**src/rtl/if_fetch_pkg.sv**
```systemverilog
// -----------------------------------------------------------------------------
// if_fetch_pkg
// Shared constants for the instruction-fetch stage: address/data widths,
// reset PC, PC increment and fetch-counter width, plus the word-alignment
// helper used on redirect targets.
// -----------------------------------------------------------------------------
package if_fetch_pkg;

    localparam int ADDR_W = 8;
    localparam int DATA_W = 32;
    localparam int CNT_W  = 16;

    localparam logic [ADDR_W-1:0] RESET_PC = 8'h00;
    localparam logic [ADDR_W-1:0] PC_STEP  = 8'd4;
    localparam logic [CNT_W-1:0]  CNT_ONE  = 16'd1;

    // Instructions are word aligned; the two low byte-offset bits are dropped.
    function automatic logic [ADDR_W-1:0] word_align(input logic [ADDR_W-1:0] a);
        return {a[ADDR_W-1:2], 2'b00};
    endfunction

endpackage

```
**src/rtl/if_fetch_pc_gen.sv**
```systemverilog
// -----------------------------------------------------------------------------
// if_fetch_pc_gen
// Owns the program counter and selects the address issued to instruction
// memory this cycle.  Priority: redirect > stall (re-read held word) >
// fetch enable (advance) > idle (hold, no real fetch).
//
// Ports:
//   i_clk, i_rst          clock, asynchronous active-high reset
//   i_fetch_en            issue new sequential fetches
//   i_redirect_valid      execute redirects the PC this cycle
//   i_redirect_target     new PC (low two bits ignored)
//   i_stall               decode is back-pressuring a valid word
//   i_req_pc              address issued last cycle (re-issued on stall)
//   o_im_adr              address driven to instruction memory
//   o_issue               this cycle's issue is a real fetch
// -----------------------------------------------------------------------------
module if_fetch_pc_gen
    import if_fetch_pkg::*;
(
    input  logic              i_clk,
    input  logic              i_rst,
    input  logic              i_fetch_en,
    input  logic              i_redirect_valid,
    input  logic [ADDR_W-1:0] i_redirect_target,
    input  logic              i_stall,
    input  logic [ADDR_W-1:0] i_req_pc,
    output logic [ADDR_W-1:0] o_im_adr,
    output logic              o_issue
);

    logic [ADDR_W-1:0] r_pc;
    logic [ADDR_W-1:0] w_pc_nxt;
    logic [ADDR_W-1:0] w_redir_adr;

    always_comb begin
        w_redir_adr = word_align(i_redirect_target);
        o_im_adr    = r_pc;
        w_pc_nxt    = r_pc;
        o_issue     = 1'b0;
        if (i_redirect_valid) begin
            o_im_adr = w_redir_adr;
            w_pc_nxt = w_redir_adr + PC_STEP;
            o_issue  = 1'b1;
        end else if (i_stall) begin
            // IM has no enable, so the held word is kept alive by re-reading it.
            o_im_adr = i_req_pc;
            o_issue  = 1'b1;
        end else if (i_fetch_en) begin
            w_pc_nxt = r_pc + PC_STEP;
            o_issue  = 1'b1;
        end
    end

    // Issue stage -> PC register
    always_ff @(posedge i_clk or posedge i_rst) begin
        if (i_rst) begin
            r_pc <= RESET_PC;
        end else begin
            r_pc <= w_pc_nxt;
        end
    end

endmodule

```
**src/rtl/if_fetch.sv**
```systemverilog
// -----------------------------------------------------------------------------
// if_fetch
// Instruction-fetch stage between instruction memory and decode.  Pairs each
// registered IM word with the PC that produced it, presents it to decode over
// a valid/ready handshake, squashes the wrong-path word on a redirect and
// counts instructions accepted by decode.
//
// Ports:
//   i_clock, i_reset      clock, asynchronous active-high reset
//   i_fetch_en            1 = issue new fetches, 0 = drain
//   i_redirect_valid      execute requests a PC change this cycle
//   i_redirect_target     new PC (bits [1:0] ignored)
//   o_im_adr              byte address to IM (registered inside IM)
//   i_im_dout             IM read data for the address issued last cycle
//   o_instr_valid         o_instr/o_instr_pc hold a valid in-path instruction
//   o_instr, o_instr_pc   instruction word and its byte address
//   i_dec_ready           decode accepts the instruction this cycle
//   o_fetch_count         instructions accepted since reset (wraps)
// -----------------------------------------------------------------------------
module if_fetch
    import if_fetch_pkg::*;
(
    input  logic              i_clock,
    input  logic              i_reset,
    input  logic              i_fetch_en,
    input  logic              i_redirect_valid,
    input  logic [ADDR_W-1:0] i_redirect_target,
    output logic [ADDR_W-1:0] o_im_adr,
    input  logic [DATA_W-1:0] i_im_dout,
    output logic              o_instr_valid,
    output logic [DATA_W-1:0] o_instr,
    output logic [ADDR_W-1:0] o_instr_pc,
    input  logic              i_dec_ready,
    output logic [CNT_W-1:0]  o_fetch_count
);

    logic [ADDR_W-1:0] r_req_pc_p1;
    logic              r_req_vld_p1;
    logic [CNT_W-1:0]  r_fetch_count;

    logic              w_instr_valid;
    logic              w_fire;
    logic              w_stall;
    logic [ADDR_W-1:0] w_im_adr;
    logic              w_issue;

    // A redirect means the word now at the output is on the wrong path.
    assign w_instr_valid = r_req_vld_p1 & ~i_redirect_valid;
    assign w_fire        = w_instr_valid & i_dec_ready;
    assign w_stall       = w_instr_valid & ~i_dec_ready;

    if_fetch_pc_gen u_pc_gen (
        .i_clk             (i_clock),
        .i_rst             (i_reset),
        .i_fetch_en        (i_fetch_en),
        .i_redirect_valid  (i_redirect_valid),
        .i_redirect_target (i_redirect_target),
        .i_stall           (w_stall),
        .i_req_pc          (r_req_pc_p1),
        .o_im_adr          (w_im_adr),
        .o_issue           (w_issue)
    );

    // Issue stage -> IM response stage (aligned with i_im_dout)
    always_ff @(posedge i_clock or posedge i_reset) begin
        if (i_reset) begin
            r_req_pc_p1   <= RESET_PC;
            r_req_vld_p1  <= 1'b0;
            r_fetch_count <= '0;
        end else begin
            r_req_pc_p1  <= w_im_adr;
            r_req_vld_p1 <= w_issue;
            if (w_fire) begin
                r_fetch_count <= r_fetch_count + CNT_ONE;
            end
        end
    end

    assign o_im_adr      = w_im_adr;
    assign o_instr_valid = w_instr_valid;
    assign o_instr       = i_im_dout;
    assign o_instr_pc    = r_req_pc_p1;
    assign o_fetch_count = r_fetch_count;

endmodule
```
**config.mk**
```make
export PLATFORM = sky130hd
export DESIGN_NAME = if_fetch
export DESIGN_NICKNAME = d
export VERILOG_FILES = /design/src/rtl/if_fetch_pkg.sv /design/src/rtl/if_fetch_pc_gen.sv /design/src/rtl/if_fetch.sv
export SDC_FILE = /design/constraint.sdc
export NUM_CORES = 1
export LEC_CHECK = 0
export ABC_AREA = 1
export CORE_AREA = 2 2 67 85
export CTS_CLUSTER_SIZE = 25
export DETAILED_ROUTE_END_ITERATION = 7
export DIE_AREA = 0 0 69 87
export PLACE_DENSITY_LB_ADDON = 0.12
export SLEW_MARGIN = 30
export SYNTH_ARGS = -nofsm -noshare
export SYNTH_HDL_FRONTEND = slang
export SYNTH_HIERARCHICAL = 1
export SYNTH_SLANG_ARGS = --single-unit
```
**constraint.sdc**
```tcl
create_clock -name i_clock -period 2.6 [get_ports i_clock]
set_input_delay 0.52 -clock i_clock [delete_from_list [all_inputs] [get_ports i_clock]]
set_output_delay 0.52 -clock i_clock [all_outputs]
set_load 0.1 [all_outputs]
```
; Word-level counts from Yosys, hierarchy flattened
; Index checks and enable logic that the tools add are counted.
[totals]
reg_bits = 33
input_bits = 45
output_inout_bits = 65
[classes]
n_addsub = 3
n_eq_ne = 1
n_mux = 8
n_bitwise = 5
reduce_logical = 2
[ops]
columns = operator, n
row1 = $mux 8, 5
row2 = $add 16x1->16 const B, 1
row3 = $add 8x3->8 const B, 2
row4 = $and 1x1->1, 3
row5 = $mux 1, 3
row6 = $ne 2x2->1 const B, 1
row7 = $not 1->1, 2
row8 = $reduce_and 2->1, 1
row9 = $reduce_bool 2->1, 1

; Depth between registers and ports, before layout
[logic_depth]
word_depth = 5
depth_mapped = 8

; Cells and area by module
; The synthesis kept the hierarchy.
[by_module_without_submodules]
columns = mod, n_inst, cells_per_inst, area_each_um2, seq_area_each_um2
row1 = if_fetch, 1, 146, 1330.0, 625.6
row2 = if_fetch_pc_gen, 1, 88, 580.6, 150.1

; Worst setup path after synthesis
; OpenSTA, ideal clock, no wires.
[synth_timing]
path_type = input -> output
from = in i_redirect_valid
to = out o_im_adr[6]
arrival_ps = 3383
required_time_ps = 2080
path_slack_ps = -1303
cell_stages = 3
path_buffers = 0
path_cell_list = nor3_1 > o21ai_0 > o21ai_0
[synth_between]
elab_chain_cells = 5
[synth_lines]
columns = element, line_no
row1 = "start, declared", if_fetch.sv:26  ; input logic i_redirect_valid,
row2 = $not 1->1, if_fetch.sv:48  ; assign w_instr_valid = r_req_vld_p1 & ~i_redirect_valid;
row3 = $and 1x1->1, if_fetch.sv:48
row4 = $and 1x1->1, if_fetch.sv:50  ; assign w_stall = w_instr_valid & ~i_dec_ready;
row5 = $mux 8, if_fetch_pc_gen.sv:44  ; end else if (i_stall) begin
row6 = $mux 8 *, if_fetch_pc_gen.sv:40  ; if (i_redirect_valid) begin
row7 = "end, declared", if_fetch.sv:28  ; output logic [ADDR_W-1:0] o_im_adr,
; Mark *: on every way between the ends. The rest lies on a longest branch, timed or not.

; Worst setup path after layout
[layout_timing]
from = in i_redirect_valid
to = out o_im_adr[3]
[layout_between]
elab_chain_cells = 5
[layout_lines]
columns = element, line_no
row1 = $not 1->1, if_fetch.sv:48
row2 = $and 1x1->1, if_fetch.sv:48
row3 = $and 1x1->1, if_fetch.sv:50
row4 = named net w_stall, if_fetch.sv:43  ; logic w_stall;
row5 = $mux 8, if_fetch_pc_gen.sv:44
row6 = $mux 8, if_fetch_pc_gen.sv:40
; The timed path passes the listed nets, and every way through them passes these cells.

==> results.json <==
{
  "antenna_found_initial": 0,
  "grt_pass1_vias": 1517,
  "clkPwrFrac": 0.205,
  "die_w_um": 69,
  "drt_iter0_markers": 58,
  "fillCellCount": 530,
  "switchingPower_w": 0.000861,
  "ys_seq_elements": 31,
  "arrival_ps": 1940,
  "post-cts-setup-buffer-count": 0,
  "coreArea_mm2": 0.00526,
  "yosysTopAreaCell": "dfrtp_1",
  "viasPerCell": 4.64,
  "routed-via-count": 1516,
  "route.detailed.drc": 0,
  "cts_tree": "built",
  "synth_cells": 234,
  "timing.final.crit_share": 0.948,
  "worstMarginPinSlew_ps": 351,
  "yosys_warnings": 6,
  "grt_overflow_total": 0,
  "clk_path_buf_depth": 2,
  "pwr-share-seq": 0.338,
  "p_sw_frac": 0.478,
  "timing.rr.start": "r_req_vld_p1",
  "r2r-end": "u_pc_gen/r_pc[2]",
  "synth_area_leaders": "dfrtp_1, buf_4, nand2_1, inv_1, nor2_1",
  "path_clk_slew_ps": 70,
  "syn-num-nets": 281,
  "die_area_mm2": 0.00600,
  "setup_viol": 0,
  "cts-htree-levels": 2,
  "p_int_w": 0.000941,
  "wl_um": 4070,
  "grt_max_degree": 25,
  "multi_input_area_um2": 812,
  "peakVddDrop_uv": 514,
  "die_y_um": 87,
  "crit_fanout": 3,
  "clock_skew_ps": 8.77,
  "finalHoldViolations": 0,
  "clock-sinks": 31,
  "insertion_delay_ps": 280,
  "rsz0062_at_grt": "no",
  "leakagePower_nw": 1.22,
  "track_usage": 0.149,
  "synth.distinct_cells": 28,
  "hold_slack_ps": 431,
  "placementRows": 30,
  "synthToLayoutAreaGrowth_pct": 25.8,
  "hold_class": "primary input to async pin",
  "r2r_slack_ps": 1060,
  "synth_top_area_frac": 0.406,
  "io_pins": 110,
  "fin_crit_ps": 2460,
  "dp_hpwl_um": 3180,
  "cap_violations": 0,
  "place.gp.congestion": 0.796,
  "slew_headroom": 0.763,
  "syn_area_per_cell_um2": 8.16,
  "nNetsFinal": 309,
  "r2r_cells": 8,
  "grt_pass1_wl_um": 7030,
  "synth_area_mm2": 0.00191,
  "max_freq_mhz": 406,
  "power_density_mw_per_mm2": 750,
  "status": "complete, no violations",
  "fin_tns_setup_ps": 0,
  "start_util": 0.364,
  "drive_above_1_share": 0.319,
  "regArea_um2": 776,
  "seq_area_frac_synth": 0.406,
  "crit_type": "primary input to output pin",
  "critPathLaunchType": "primary input",
  "wl_per_cell_um": 12.4,
  "combPwrFrac": 0.458,
  "finalMaxSlewViolations": 0,
  "io_buffers": 43,
  "critical_path.startpoint": "i_redirect_valid",
  "antenna_left": 0,
  "antenna_cells": 0,
  "cts_buffers": 5,
  "required_ps": 2080,
  "drt_pre_antenna_iters": 4,
  "cts_root_buf": "clkbuf_8",
  "end_kind": "output pin"
}
## cell type report
cell class / instances / share of cell area
Clock buffer: 5 / 0.0286
Clock inverter: 3 / 0.00625
Inverter: 29 / 0.0453
Multi-Input combinational cell: 141 / 0.338
Sequential cell: 31 / 0.323
Tap cell: 64 / 0.0333
Timing Repair Buffer: 54 / 0.226
## Yosys cell counts
cell type  instances
xor2_1             4
inv_2              3
inv_1             26
nor2_1            17
buf_4             32
nor3_1             1
nand2_2            3
nand3_2            1
nand4_1            5
dfrtp_1           31
xnor2_1            5
nand2_4            5
ha_1               2
o21bai_1           2
o21ai_2            2
o21bai_2           1
buf_6              1
nor3_2             2
nor2_4             2
nor2_2             1
o21ai_4            1
o21ai_1            5
nand3b_1           1
o21ai_0            8
nand3_1           11
nand2_1           60
nand3_4            1
o22ai_1            1
## per-stage QoR
stage,total power (W),setup slack (ps),cell area [um^2],util,cells
finish,0.00180,135,2400,0.457,327
global route,0.00189,23.1,2400,0.457,327
CTS,0.00183,0.690,2400,0.456,327
detailed placement,0.00145,3.57,2310,0.440,319
global placement,0.00144,6.75,2310,0.440,319
floorplan,0.00145,-45.5,1940,-,234
## flip-flops by register name, summed over array words and instances (netlist names)
register / flops
o_instr_pc: 8
o_fetch_count: 16
r_req_vld_p1: 1
u_pc_gen/r_pc: 6
## per-layer routing
metal | GRT usage | wire [um] | up-vias
met1 | 0.165 | 1590 | 715
met4 | 0.0535 | 53 | 0
met2 | 0.277 | 2230 | 39
li1 | - | - | 753
met5 | 0 | 0 | -
met3 | 0.0370 | 200 | 9
## worst max-delay path: stages
cell and delay (ps):
clkdlybuf4s50_1 470, nor3_2 250, inv_2 80, buf_4 140, o21ai_0 200, nand2_2 100, buf_12 180
## timing repair
action	4_1_cts	5_1_grt
resized for setup	0	2
endpoints found under the setup margin	0	6
hold buffers	0	0
## worst max-delay path by stage
| stage | endpoint |
|---|---|
| 5_1_grt | o_im_adr[3] |
| 3_5_place_dp | o_im_adr[2] |
| 6_report | o_im_adr[3] |
| 2_1_floorplan | o_im_adr[6] |
| 3_3_place_gp | o_im_adr[3] |
| 4_1_cts | o_im_adr[3] |
## cells by family after synthesis
group / count (synthesis) / synth area share
xor+xnor: 9 / 0.0413
compound gates: 20 / 0.0688
fa+ha+maj: 2 / 0.0131
flops: 31 / 0.406
buf+inv: 62 / 0.189
simple gates: 110 / 0.282
## power by group through the flow
stage                     clock network, W  registers, W  logic (W)
final                             0.000369      0.000608   0.000825
after global routing              0.000406      0.000617   0.000865
after CTS                         0.000387      0.000609   0.000831
after detailed placement                 0      0.000616   0.000831
after global placement                   0      0.000616   0.000828
after floorplan                          0      0.000949   0.000505
## placed cells by master, fill, tap and decap left out, drive strengths merged, types with 4 or more instances in the layout
master         count
o21ai             16
nand4              5
clkdlybuf4s50     10
xnor2              5
nand3             13
dfrtp             31
nor2              20
clkbuf             5
nand2             68
inv               29
xor2               4
buf               44
No activity file was read; power rests on OpenSTA's default activity.
==> patch: new RTL, config.mk and constraints unchanged <==
The package constant `ADDR_W` goes from 8 to 10.
--- a/src/rtl/if_fetch_pkg.sv
+++ b/src/rtl/if_fetch_pkg.sv
@@ -6,7 +6,7 @@
 // -----------------------------------------------------------------------------
 package if_fetch_pkg;
 
-    localparam int ADDR_W = 8;
+    localparam int ADDR_W = 10;
     localparam int DATA_W = 32;
     localparam int CNT_W  = 16;
 
Interface: changed (resized i_redirect_target, o_im_adr and o_instr_pc); port bits go from 110 to 116. No check against the original RTL was run, so the function may have changed too.
==> patch against the original RTL <==
- routed wire length grew 16%
- setup slack got worse by 0.0014 ns
- utilization is 5.3 points higher
- sequential share of layout area grew 0.39 points
- die area stayed put
- synthesized area increased by 11%
- sequential cell count up 4
- design area increased by 12%
- power up 22%
- register-to-register slack got worse by 0.13 ns
==> patch: results <==
group,metric,value,unit
layout,design_area,0.002681,mm^2
route,wirelength,4716,um
pwr,p_per_area,818.5,mW/mm^2
sta,clock-skew-final,0.004221,ns
sta,hold-worst-slack,0.4668,ns
synth,synth_nets,315,
grt,grt.total_usage,0.1721,
synth,synth.distinct_cells,29,
synth,synthTopCellsByCount,"nand2_1 (83), dfrtp_1 (35), buf_4 (32)",
layout,clk_share,0.04386,
synth,synth.area.top_cells,"dfrtp_1 (41%), nand2_1 (15%), buf_4 (11%), inv_1 (4.6%), xnor2_1 (3.3%)",
sta,slew_headroom,0.7528,
layout,ff_latch_area,875.8,um^2
layout,nets,344,
grt,grt_max_degree,23,
synth,yosysSeqAreaShare,0.4137,
grt,grt_pass1_wl,8204,um
grt,grt_pass1_vias,1774,
layout,num-nonclk-buffers,55,
place,dpl_cell_area,0.002552,mm^2
place,pre_cts_ws,-0.03508,ns
route,met3WireLength,199,um
grt,met1_usage,0.1870,
sta,period_share,0.9484,
place,portBuffers,49,
outcome,outcome,"finished, final reports clean",
place,place_congestion,0.8313,
route,dr_total_vias,1720,
layout,inverters_excl_clock,30,
critical_path,r2r_end,"u_pc_gen/r_pc[4]$_DFFE_PP0P_",
layout,num-fill-cells,524,
route,wl_met1,1939,um
pwr,ir_drop,0.4046,mV
layout,buffer_area_frac,0.2179,
place,hpwl,3597,um
grt,gr-usage-met2,0.3322,
critical_path,r2r_slack,0.93,ns
layout,drive_gt1_frac,0.3041,
route,initialDrtViolationCount,55,
-- patch: changes by cell type in the layout (fill, tap and decap cells not counted), sizes merged, moves of 2 or more --
cell,change
xor2,-2
dfrtp,+4
nand3,+4
clkinv,-2
clkdlybuf4s50,+2
nand2,+24
xnor2,+3
-- patch: critical path, stage by stage --
cell	delay (ns)
clkdlybuf4s50_1	0.46
nor3_2	0.24
inv_2	0.06
buf_4	0.18
o21ai_0	0.21
nand2_2	0.11
buf_12	0.18
-- patch: kinds of logic after synthesis --
kind of cell | after synthesis | synth area share
AND/OR/NAND/NOR | 137 | 0.3085
buffers and inverters | 63 | 0.1720
flip-flops | 35 | 0.4137
AO/OA/AOI/OAI | 18 | 0.04728
XOR/XNOR | 10 | 0.04137
adder cells (fa/ha/maj) | 2 | 0.01182
multiplexers | 1 | 0.005319
-- patch: what timing repair did --
item | in CTS | in global routing
hold buffers | 0 | 0
pin swaps | 0 | 1
endpoints found under the setup margin | 6 | 7
gates resized for setup | 3 | 5
